`src/rtl/clock_root_responder.sv`:
```
// rtl/clock_root_responder.sv - parent-side clock-tree responder owning the source enable/ack handshake
module clock_root_responder #(
    parameter int NUM_CHILDREN   = 4,
    parameter int START_CYCLES   = 8,
    parameter int STOP_CYCLES    = 4,
    parameter int TIMEOUT_CYCLES = 64,
    localparam int AW = $clog2(NUM_CHILDREN + 1)
) (
    input  logic                    clock,
    input  logic                    reset,
    input  logic [NUM_CHILDREN-1:0] child_request,
    output logic                    parent_ready,
    output logic                    parent_silent,
    output logic                    parent_starting,
    output logic                    parent_stopping,
    output logic                    source_enable,
    input  logic                    source_enable_ack,
    output logic [AW-1:0]           active_count,
    output logic                    fault
);

    localparam int MAX_SS = (START_CYCLES > STOP_CYCLES) ? START_CYCLES : STOP_CYCLES;
    localparam int MAX_C  = (MAX_SS > TIMEOUT_CYCLES) ? MAX_SS : TIMEOUT_CYCLES;
    localparam int CW     = $clog2(MAX_C + 1);

    localparam logic [1:0] S_SILENT   = 2'd0;
    localparam logic [1:0] S_STARTING = 2'd1;
    localparam logic [1:0] S_READY    = 2'd2;
    localparam logic [1:0] S_STOPPING = 2'd3;

    logic [1:0]    state_q, state_d;
    logic [CW-1:0] settle_q, settle_d;
    logic [CW-1:0] to_q, to_d;
    logic          en_q, en_d;
    logic          fault_q, fault_d;
    logic          ack_meta_q, ack_s_q;
    logic          ready_q, silent_q, starting_q, stopping_q;
    logic [AW-1:0] count_q, count_d;
    logic          any_req;

    assign any_req = |child_request;

    always_comb begin
        count_d = '0;
        for (int i = 0; i < NUM_CHILDREN; i++) begin
            count_d = count_d + AW'(child_request[i]);
        end
    end

    // Settle counter advances only while ack sits at the target level; the timeout
    // counter advances while it does not, and saturates at the fault threshold.
    always_comb begin
        state_d  = state_q;
        settle_d = settle_q;
        to_d     = to_q;
        en_d     = en_q;
        fault_d  = fault_q;
        case (state_q)
            S_SILENT: begin
                en_d = 1'b0;
                if (any_req) begin
                    state_d  = S_STARTING;
                    en_d     = 1'b1;
                    settle_d = '0;
                    to_d     = '0;
                end
            end
            S_STARTING: begin
                en_d = 1'b1;
                if (ack_s_q) begin
                    if (settle_q == CW'(START_CYCLES - 1)) begin
                        state_d = S_READY;
                    end else if (settle_q != CW'(MAX_C)) begin
                        settle_d = settle_q + 1'b1;
                    end
                end else if (to_q != CW'(TIMEOUT_CYCLES)) begin
                    to_d = to_q + 1'b1;
                    if (to_q == CW'(TIMEOUT_CYCLES - 1)) fault_d = 1'b1;
                end
            end
            S_READY: begin
                en_d = 1'b1;
                if (!any_req) begin
                    state_d  = S_STOPPING;
                    en_d     = 1'b0;
                    settle_d = '0;
                    to_d     = '0;
                end
            end
            S_STOPPING: begin
                en_d = 1'b0;
                if (!ack_s_q) begin
                    if (settle_q == CW'(STOP_CYCLES - 1)) begin
                        state_d = S_SILENT;
                    end else if (settle_q != CW'(MAX_C)) begin
                        settle_d = settle_q + 1'b1;
                    end
                end else if (to_q != CW'(TIMEOUT_CYCLES)) begin
                    to_d = to_q + 1'b1;
                    if (to_q == CW'(TIMEOUT_CYCLES - 1)) fault_d = 1'b1;
                end
            end
            default: begin
                state_d = S_SILENT;
                en_d    = 1'b0;
            end
        endcase
    end

    always_ff @(posedge clock) begin
        if (reset) begin
            state_q    <= S_SILENT;
            settle_q   <= '0;
            to_q       <= '0;
            en_q       <= 1'b0;
            fault_q    <= 1'b0;
            ack_meta_q <= 1'b0;
            ack_s_q    <= 1'b0;
            ready_q    <= 1'b0;
            silent_q   <= 1'b1;
            starting_q <= 1'b0;
            stopping_q <= 1'b0;
            count_q    <= '0;
        end else begin
            state_q    <= state_d;
            settle_q   <= settle_d;
            to_q       <= to_d;
            en_q       <= en_d;
            fault_q    <= fault_d;
            ack_meta_q <= source_enable_ack;
            ack_s_q    <= ack_meta_q;
            ready_q    <= (state_d == S_READY);
            silent_q   <= (state_d == S_SILENT);
            starting_q <= (state_d == S_STARTING);
            stopping_q <= (state_d == S_STOPPING);
            count_q    <= count_d;
        end
    end

    assign parent_ready    = ready_q;
    assign parent_silent   = silent_q;
    assign parent_starting = starting_q;
    assign parent_stopping = stopping_q;
    assign source_enable   = en_q;
    assign fault           = fault_q;
    assign active_count    = count_q;

endmodule

```
`config.mk`:
```
export PLATFORM = sky130hd
export DESIGN_NAME = clock_root_responder
export DESIGN_NICKNAME = d
export VERILOG_FILES = /design/src/rtl/clock_root_responder.sv
export SDC_FILE = /design/constraint.sdc
export NUM_CORES = 1
export LEC_CHECK = 0
export CORE_ASPECT_RATIO = 0.75
export CORE_MARGIN = 2
export CORE_UTILIZATION = 40
export DETAILED_ROUTE_END_ITERATION = 8
export PLACE_DENSITY = 0.65
export RECOVER_POWER = 100
export SLEW_MARGIN = 0
export SYNTH_ARGS = -nofsm -noshare
export SYNTH_HDL_FRONTEND = slang
export SYNTH_SLANG_ARGS = --single-unit
```
`constraint.sdc`:
```
create_clock -name clock -period 2.3 [get_ports clock]
set_clock_uncertainty 0.15 [all_clocks]
set_input_delay 0.345 -clock clock [delete_from_list [all_inputs] [get_ports clock]]
set_output_delay 0.345 -clock clock [all_outputs]
set_load 0.03 [all_outputs]
```
==> impl_metrics.toml <==
[timing]
fin_setup_tns_ns = 0
fin_crit_ns = 2.248
finalHoldViolCount = 0
finalSetupViolations = 0
max_clock_freq_ghz = 0.4448
slew_headroom = 0.6491
timing.final.ws_setup_ns = 0.05162
slew_violations = 0
tightest_slew_ns = 0.5256
timing.hold.ws_ns = 0.3081
fin_crit_sh = 0.9776

[logic_synthesis]
yosysTopAreaCellShare = 0.3920
ys_types = 38
synth-edff-count = 0
async_flop_share = 0
synth_nets = 174
ys_seq_elements = 27
synth-seq-area-share = 0.3920
netlist_top_cells_area = "dfxtp_1, ha_1, a21oi_1"
synth_top_cell_by_area = "dfxtp_1"
syn_area_um2 = 1379
synth.avg_cell_area_um2 = 8.672
yosys_warnings = 0
yosysMostFrequentCell = "dfxtp_1"
ys.flop_type = "dfxtp_1"
synth_top_cells_by_count = "dfxtp_1, a21oi_1, inv_1"
synthCells = 159

[drt]
wl_per_cell_um = 13.71
first_pass_iters = 4
vias = 1223
drt_iter0_drc = 72
drc = 0
viasPerCell = 5.388
routed_wl_mm = 3.113
final_antenna_net_count = 0

[clock_network]
h-tree-depth = 1
numCtsBuffers = 3
cts-root-buf = "clkbuf_8"
clk_path_buf_depth = 2
clkTransAtPathRegs_ns = 0.09
tritoncts = "built"
numClockSinks = 27
worstSkewPairLatency_ns = 0.27
holdBufCountCts = 0

[global_routing]
antenna_found_initial = 0
grt_max_degree = 16
overflow = 0
grt_pass1_wl_mm = 4.954
grtUsageTotal = 0.1661
grt_pass1_vias = 1045

[critical_path]
max_stage_delay_ns = 0.52
critPathArrivalTime_ns = 2.31
worstSetupPathType = "in2reg"
cp-start-kind = "input port"
cp.required_ns = 2.36
critPathBufInv = 3
path_cells = "clkdlybuf4s50_1 > inv_1 > ha_2 > nor4b_4 > nand2b_4 > o32ai_1 > buf_4 > or4_1 > a21oi_1"
crit_path_top_delay_cell = "or4_1"
path_delay_family = "simple AND/OR/NAND/NOR gates"
worst_r2r_path_depth = 6
worst-path-stages = 9
crit_fanout = 5
cp-end-kind = "register"

[place]
pre_cts_slack_ns = -0.3023
gp_congestion = 0.9144
portBuffers = 15
place_inst = 221
dp_hpwl_mm = 2.276
placed_area_um2 = 1644

[pwr]
p_leak_nw = 0.6538
power.total_uw = 899.7
ir_drop_uv = 268.2
pwr_density_cell_nw_per_um2 = 519.5

[layout]
area_growth_pct = 25.59
num_antenna_cells = 0
seq_area_um2 = 540.5
multi_input_area_um2 = 780.7
nFillCells = 303
finish.utilization = 0.5266
drive_gt1_frac = 0.1604
final_cell_count_no_fill = 227
stdcell_area_um2 = 1732
finalNetCount = 203

[job]
cap_violations = 0

[status]
status = "completed"

[die]
rows = 18
fp.dieW_um = 71.80
die_h_um = 54.85
dieArea_um2 = 3938
coreArea_um2 = 3288
start_util = 0.4193
ios = 16

[hold_path]
holdPathStages = 1
min_path_type = "reg2reg"
[metal layers]
| layer | wire length [µm] | GRT usage | vias up |
|---|---|---|---|
| met2 | 1499 | 0.2809 | 27 |
| met3 | 125 | 0.05157 | 2 |
| met1 | 1476 | 0.2133 | 571 |
| met5 | 0 | 0 | - |
| li1 | - | - | 623 |
| met4 | 12 | 0.03145 | 0 |
[layout by cell type (no fill, tap or decap), drive strengths merged, types with 2 or more instances in the layout]
| cell type | count |
|---|---|
| o211ai | 4 |
| and2 | 2 |
| inv | 13 |
| dfxtp | 27 |
| nand2 | 10 |
| buf | 13 |
| or2 | 2 |
| a41oi | 2 |
| nand3 | 6 |
| clkdlybuf4s50 | 4 |
| clkbuf | 6 |
| nand2b | 4 |
| or4 | 3 |
| nor2 | 7 |
| o21ai | 10 |
| xnor2 | 3 |
| a21oi | 17 |
| o32ai | 2 |
| or3 | 8 |
| nor2b | 6 |
| nor3 | 2 |
| nor4b | 2 |
| dlygate4sd3 | 10 |
| ha | 7 |
| nor3b | 2 |
[power breakdown]
group / switching, mW / internal [mW]
sequential: 0.0132 / 0.482
clock: 0.146 / 0.121
combinational: 0.0716 / 0.0650
[what timing repair did]
action	4_1_cts	5_1_grt
resized for setup	7	2
pin swaps	0	2
gates cloned	0	0
setup buffers	1	1
setup endpoints to repair	3	5
[path summary, 6_finish.rpt]
path	from	to	slack, ns
setup / recovery	child_request[1]	to_q[5]	0.05
hold / removal	ack_meta_q	ack_s_q	0.31
setup reg to reg	state_q[0]	to_q[5]	0.15
hold reg to reg	ack_meta_q	ack_s_q	0.31
[state kept, by name, indices dropped and copies added (netlist names)]
name,count
state_q,2
settle_q,7
active_count,3
source_enable,1
ack_s_q,1
parent_ready,1
fault,1
to_q,7
parent_stopping,1
ack_meta_q,1
parent_starting,1
parent_silent,1
[area by class of cell]
type                            instances  share of cell area
Multi-Input combinational cell        112              0.4509
Sequential cell                        27              0.3121
Timing Repair Buffer                   31              0.1532
Tap cell                               40             0.02890
Inverter                               13             0.02818
Clock buffer                            3             0.02384
Clock inverter                          1            0.002890
[kinds of logic (layout without fill, tap and decap cells)]
logic type               Yosys count  in the layout  share of synthesized area
adder cells (fa/ha/maj)            8              8                    0.07804
XOR/XNOR                           3              3                    0.01906
AND/OR/NAND/NOR                   58             58                     0.2568
flip-flops                        27             27                     0.3920
buffers and inverters             20             48                    0.06442
AO/OA/AOI/OAI                     43             43                     0.1897
Power figures use the tool's default switching activity.
==> RTL change 1 (config.mk and constraints unchanged) <==
The parameter `START_CYCLES` goes from 8 to 16.
--- a/src/rtl/clock_root_responder.sv
+++ b/src/rtl/clock_root_responder.sv
@@ -1,7 +1,7 @@
 // rtl/clock_root_responder.sv - parent-side clock-tree responder owning the source enable/ack handshake
 module clock_root_responder #(
     parameter int NUM_CHILDREN   = 4,
-    parameter int START_CYCLES   = 8,
+    parameter int START_CYCLES   = 16,
     parameter int STOP_CYCLES    = 4,
     parameter int TIMEOUT_CYCLES = 64,
     localparam int AW = $clog2(NUM_CHILDREN + 1)
Check against the original RTL: no difference found for any inputs over 10 cycles, from zero or initial values and one cycle with reset high; that may be too few to reach the edited logic, so the function may still have changed.
==> RTL change 1 against the original RTL <==
- maximum frequency increased by 1.9%
- first-iteration DRC count decreased by 60%
- critical path type unchanged
- largest power group unchanged
- total power decreased by 4.2%
- routed wire length decreased by 14%
- cell area decreased by 5.7%
- synthesized area decreased by 2.4%
- worst setup slack improved by 0.043 ns
- synthesized cell count decreased by 2.5%
- sequential share of layout area increased by 1.9 points
- sequential cell count unchanged
==> RTL change 1: results (changes against the original RTL) <==
[cells_and_area] non-clock buffer share of cell area 0.123 [-0.0306]
[detailed_routing] via count of the routed design 1117 [-8.7%]
[cells_and_area] Fill cells 319 [+5.3%]
[pwr] worst vdd ir 0.000280 V [+4.5%]
[cells_and_area] fraction of layout cells with a size suffix above 1 0.0960 [-0.0644]
[global_routing] GR Layer Usage met1 0.175 [-0.0382]
[detailed_routing] Vias/cell 5.15 [-4.5%]
[status] run status finished, final reports clean
[detailed_routing] length of routed wiring on met1 1310 um [-12%]
[cells_and_area] fraction of area in multi-input gates 0.457 [+0.00660]
[synth] number of cells produced by synthesis 155 [-2.5%]
[global_routing] global-route met2 utilization 0.273 [-0.00828]
[cells_and_area] Non-CTS buffers 23 [-26%]
[synth] number of distinct library cell variants in the gate-level netlist after synthesis 39 [+2.6%]
[global_routing] wire length of the first global-routing pass 4490 um [-9.3%]
[detailed_routing] met3 wirelength from detailed routing 89 um [-29%]
[synth] sequential cell area fraction in the yosys report 0.401 [+0.00947]
[worst_setup_path] arrival time at the worst endpoint 2.25 ns [-0.06 ns]
[detailed_routing] post-DR wirelength/cell 12.3 um [-10%]
[timing] Final Hold Slack 0.295 ns [-0.0132 ns]
[global_routing] vias in the first global route 1065 [+1.9%]
[synth] multiplexer share of the synthesized area 0.0149 [+0.0149]
[placement] half-perimeter wire length after placement 2100 um [-7.6%]
[placement] Final Wtd Congestion 0.841 [-8.1%]
[worst_setup_path] critical-path maximum fanout 4 [-1]
[detailed_routing] total met2 wirelength after detailed routing 1280 um [-15%]
RTL change 1: worst max-delay path, stage by stage:
cell and delay [ns]:
clkdlybuf4s50_1 0.45, inv_1 0.07, ha_2 0.19, nor4b_4 0.13, or3b_1 0.41, and2_4 0.18
or3_1 0.34, a21oi_1 0.14
RTL change 1: through the flow:
| step | setup WS, ns | instance area, um^2 | total power (uW) |
|---|---|---|---|
| CTS | 0.0498 | 1630 | 876 |
| floorplan | 0.314 | 1350 | 563 |
| global placement | -0.170 | 1580 | 609 |
| global route | -0.00513 | 1630 | 911 |
| detailed placement | -0.262 | 1580 | 614 |
| finish | 0.0946 | 1630 | 862 |
RTL change 1: path summary, 6_finish.rpt:
check	start	to	cells after the start
worst min register to register	fault	fault	2
worst min-delay path	fault	fault	2
worst max-delay path	child_request[1]	settle_q[5]	8
worst max register to register	state_q[1]	settle_q[5]	5
==> RTL change 2 (same flow settings) <==
Made on the original files. Register the output `active_count` once more, cleared by the reset; this adds one clock of latency there. The other outputs are not delayed to match.
--- a/src/rtl/clock_root_responder.sv
+++ b/src/rtl/clock_root_responder.sv
@@ -143,7 +143,13 @@
     assign parent_stopping = stopping_q;
     assign source_enable   = en_q;
     assign fault           = fault_q;
-    assign active_count    = count_q;
+    always_ff @(posedge clock) begin
+        if (reset) begin
+            active_count <= '0;
+        end else begin
+            active_count <= count_q;
+        end
+    end
 
 endmodule
 
Formal check against the unedited RTL: not equivalent (a bounded check fails within 4 cycles, from zero or initial values and one cycle with reset high).
==> RTL change 2 against the original RTL <==
- highest routed layer unchanged
- count of clock-buffer cells in the layout up 2
- cell area up 0.58%
- sequential cell count up 3
- total power up 31%
- non-clock buffer count down 8
- synthesized cell count down 1.9%
- largest cell class unchanged
- maximum frequency up 2.7%
- die area up 1.3%
- worst hold slack worse by 0.022 ns
- register-to-register slack better by 0.05 ns
- synthesized area up 1.4%
- worst setup slack better by 0.058 ns
- routed wire length down 14%
==> RTL change 2: results (changes against the original RTL) <==
[global_routing] GR Layer Usage met1 0.175 [-0.0385]
[placement] # port buffers 15 [unchanged]
[pwr] static leakage 0.000658 uW [+0.64%]
[detailed_routing] drt initial violations 30 [-58%]
[timing] Final Hold Slack 0.286 ns [-0.0220 ns]
[cts] number of CTS-inserted buffers 5 [+2]
[synth] leading post-synthesis cells by cell area dfxtp_1 (43%), ha_1 (6.3%), a21oi_1 (5.0%), inv_1 (4.0%), nor2b_1 (4.0%)
[synth] most common library cells after synthesis dfxtp_1 (30), inv_1 (15), a21oi_1 (14), o21ai_0 (10), nor2b_1 (9)
[global_routing] global-route met2 utilization 0.234 [-0.0469]
[placement] Worst Setup Slack post-DPL -0.210 ns [+0.0919 ns]
[pwr] worst vdd ir 0.000538 V [+100%]
[global_routing] All-Layer GR Usage 0.144 [-0.0225]
[detailed_routing] total met2 wirelength after detailed routing 1220 um [-19%]
[detailed_routing] via count of the routed design 1156 [-5.5%]
[placement] dpl cells 212 [-4.1%]
[cells_and_area] Fill cells 313 [+3.3%]
[timing] Worst Tran Pin Value 0.541 ns [+0.0149 ns]
[detailed_routing] total length of routed wires 2670 um [-14%]
[global_routing] vias in the first global route 1024 [-2.0%]
[cts] H-Tree Depth 2 [+1]
[status] run status finished, final reports clean
[placement] half-perimeter wire length after placement 1960 um [-14%]
[synth] multiplexer share of the synthesized area 0.0143 [+0.0143]
[synth] number of distinct library cell variants in the gate-level netlist after synthesis 41 [+7.9%]
[synth] sequential cell area fraction in the yosys report 0.430 [+0.0377]
[detailed_routing] met3 wirelength from detailed routing 159 um [+27%]
[worst_setup_path] critical-path maximum fanout 11 [+6]
[cells_and_area] NumNets Final 194 [-4.4%]
[synth] area fraction in compound gates after synthesis 0.158 [-0.0321]
[worst_setup_path] crit path from child_request[0]
[synth] xor and xnor area share after synthesis 0.0251 [+0.00601]
[detailed_routing] length of routed wiring on met1 1280 um [-13%]
[synth] number of cells produced by synthesis 156 [-1.9%]
[cells_and_area] count of placed standard cells in the final layout, fillers left out 220 [-3.1%]
[worst_setup_path] startpoint of the most critical register-to-register path settle_q[1]
[global_routing] pin count of the biggest net entering global routing 14 [-2]
[worst_setup_path] arrival time at the worst endpoint 2.25 ns [-0.06 ns]
[placement] total placed instance area 0.00163 mm^2 [-0.84%]
-- RTL change 2: changes by cell type after synthesis, sizes merged, moves of 3 or more --
cell / unedited run / this run
nor4: 0 / 4
o211ai: 4 / 1
nand2: 10 / 5
nand2b: 4 / 1
a21oi: 17 / 14
dfxtp: 27 / 30
nor2b: 6 / 9
-- RTL change 2: area by class of cell --
class                           instances  area, um^2  share of cell area
Multi-Input combinational cell        104         711               0.408
Sequential cell                        30         601               0.345
Timing Repair Buffer                   23         215               0.124
Clock buffer                            5        68.8              0.0395
Inverter                               15        56.3              0.0323
Tap cell                               40        50.0              0.0287
Clock inverter                          3        40.0              0.0230
-- RTL change 2: critical path, cell delays in order --
cell and delay [ns]:
clkdlybuf4s50_1 0.47, inv_2 0.05, ha_1 0.18, nor3b_4 0.15
buf_4 0.15, xnor2_2 0.14, a21oi_1 0.09, buf_4 0.18
or3_1 0.35, a21oi_1 0.14
-- RTL change 2: path summary, 6_finish.rpt --
path         depth (start not counted)           to  slack [ns]
min                                  1      ack_s_q        0.29
min reg2reg                          1      ack_s_q        0.29
max reg2reg                          6  settle_q[6]        0.20
max                                 10      to_q[5]        0.11
-- RTL change 2: through the flow --
stage | setup TNS [ns] | utilization
final | 0 | 0.526
after global routing | 0 | 0.526
after CTS | 0 | 0.525
after detailed placement | -1.71 | 0.492
after global placement | -1.40 | 0.492
after floorplan | 0 | -
-- RTL change 2: repair_timing --
| action | in CTS | in global routing |
|---|---|---|
| resized for setup | 0 | 3 |
| setup buffers | 0 | 0 |
| endpoints found under the setup margin | 0 | 5 |
| endpoints found under the hold margin | 0 | 0 |
-- RTL change 2: power groups by stage --
stage	Clock, uW	Sequential (uW)	Combinational, uW
finish	509	548	119
detailed placement	0	559	123
floorplan	0	570	63.9
global route	550	549	134
CTS	523	548	124
global placement	0	559	120
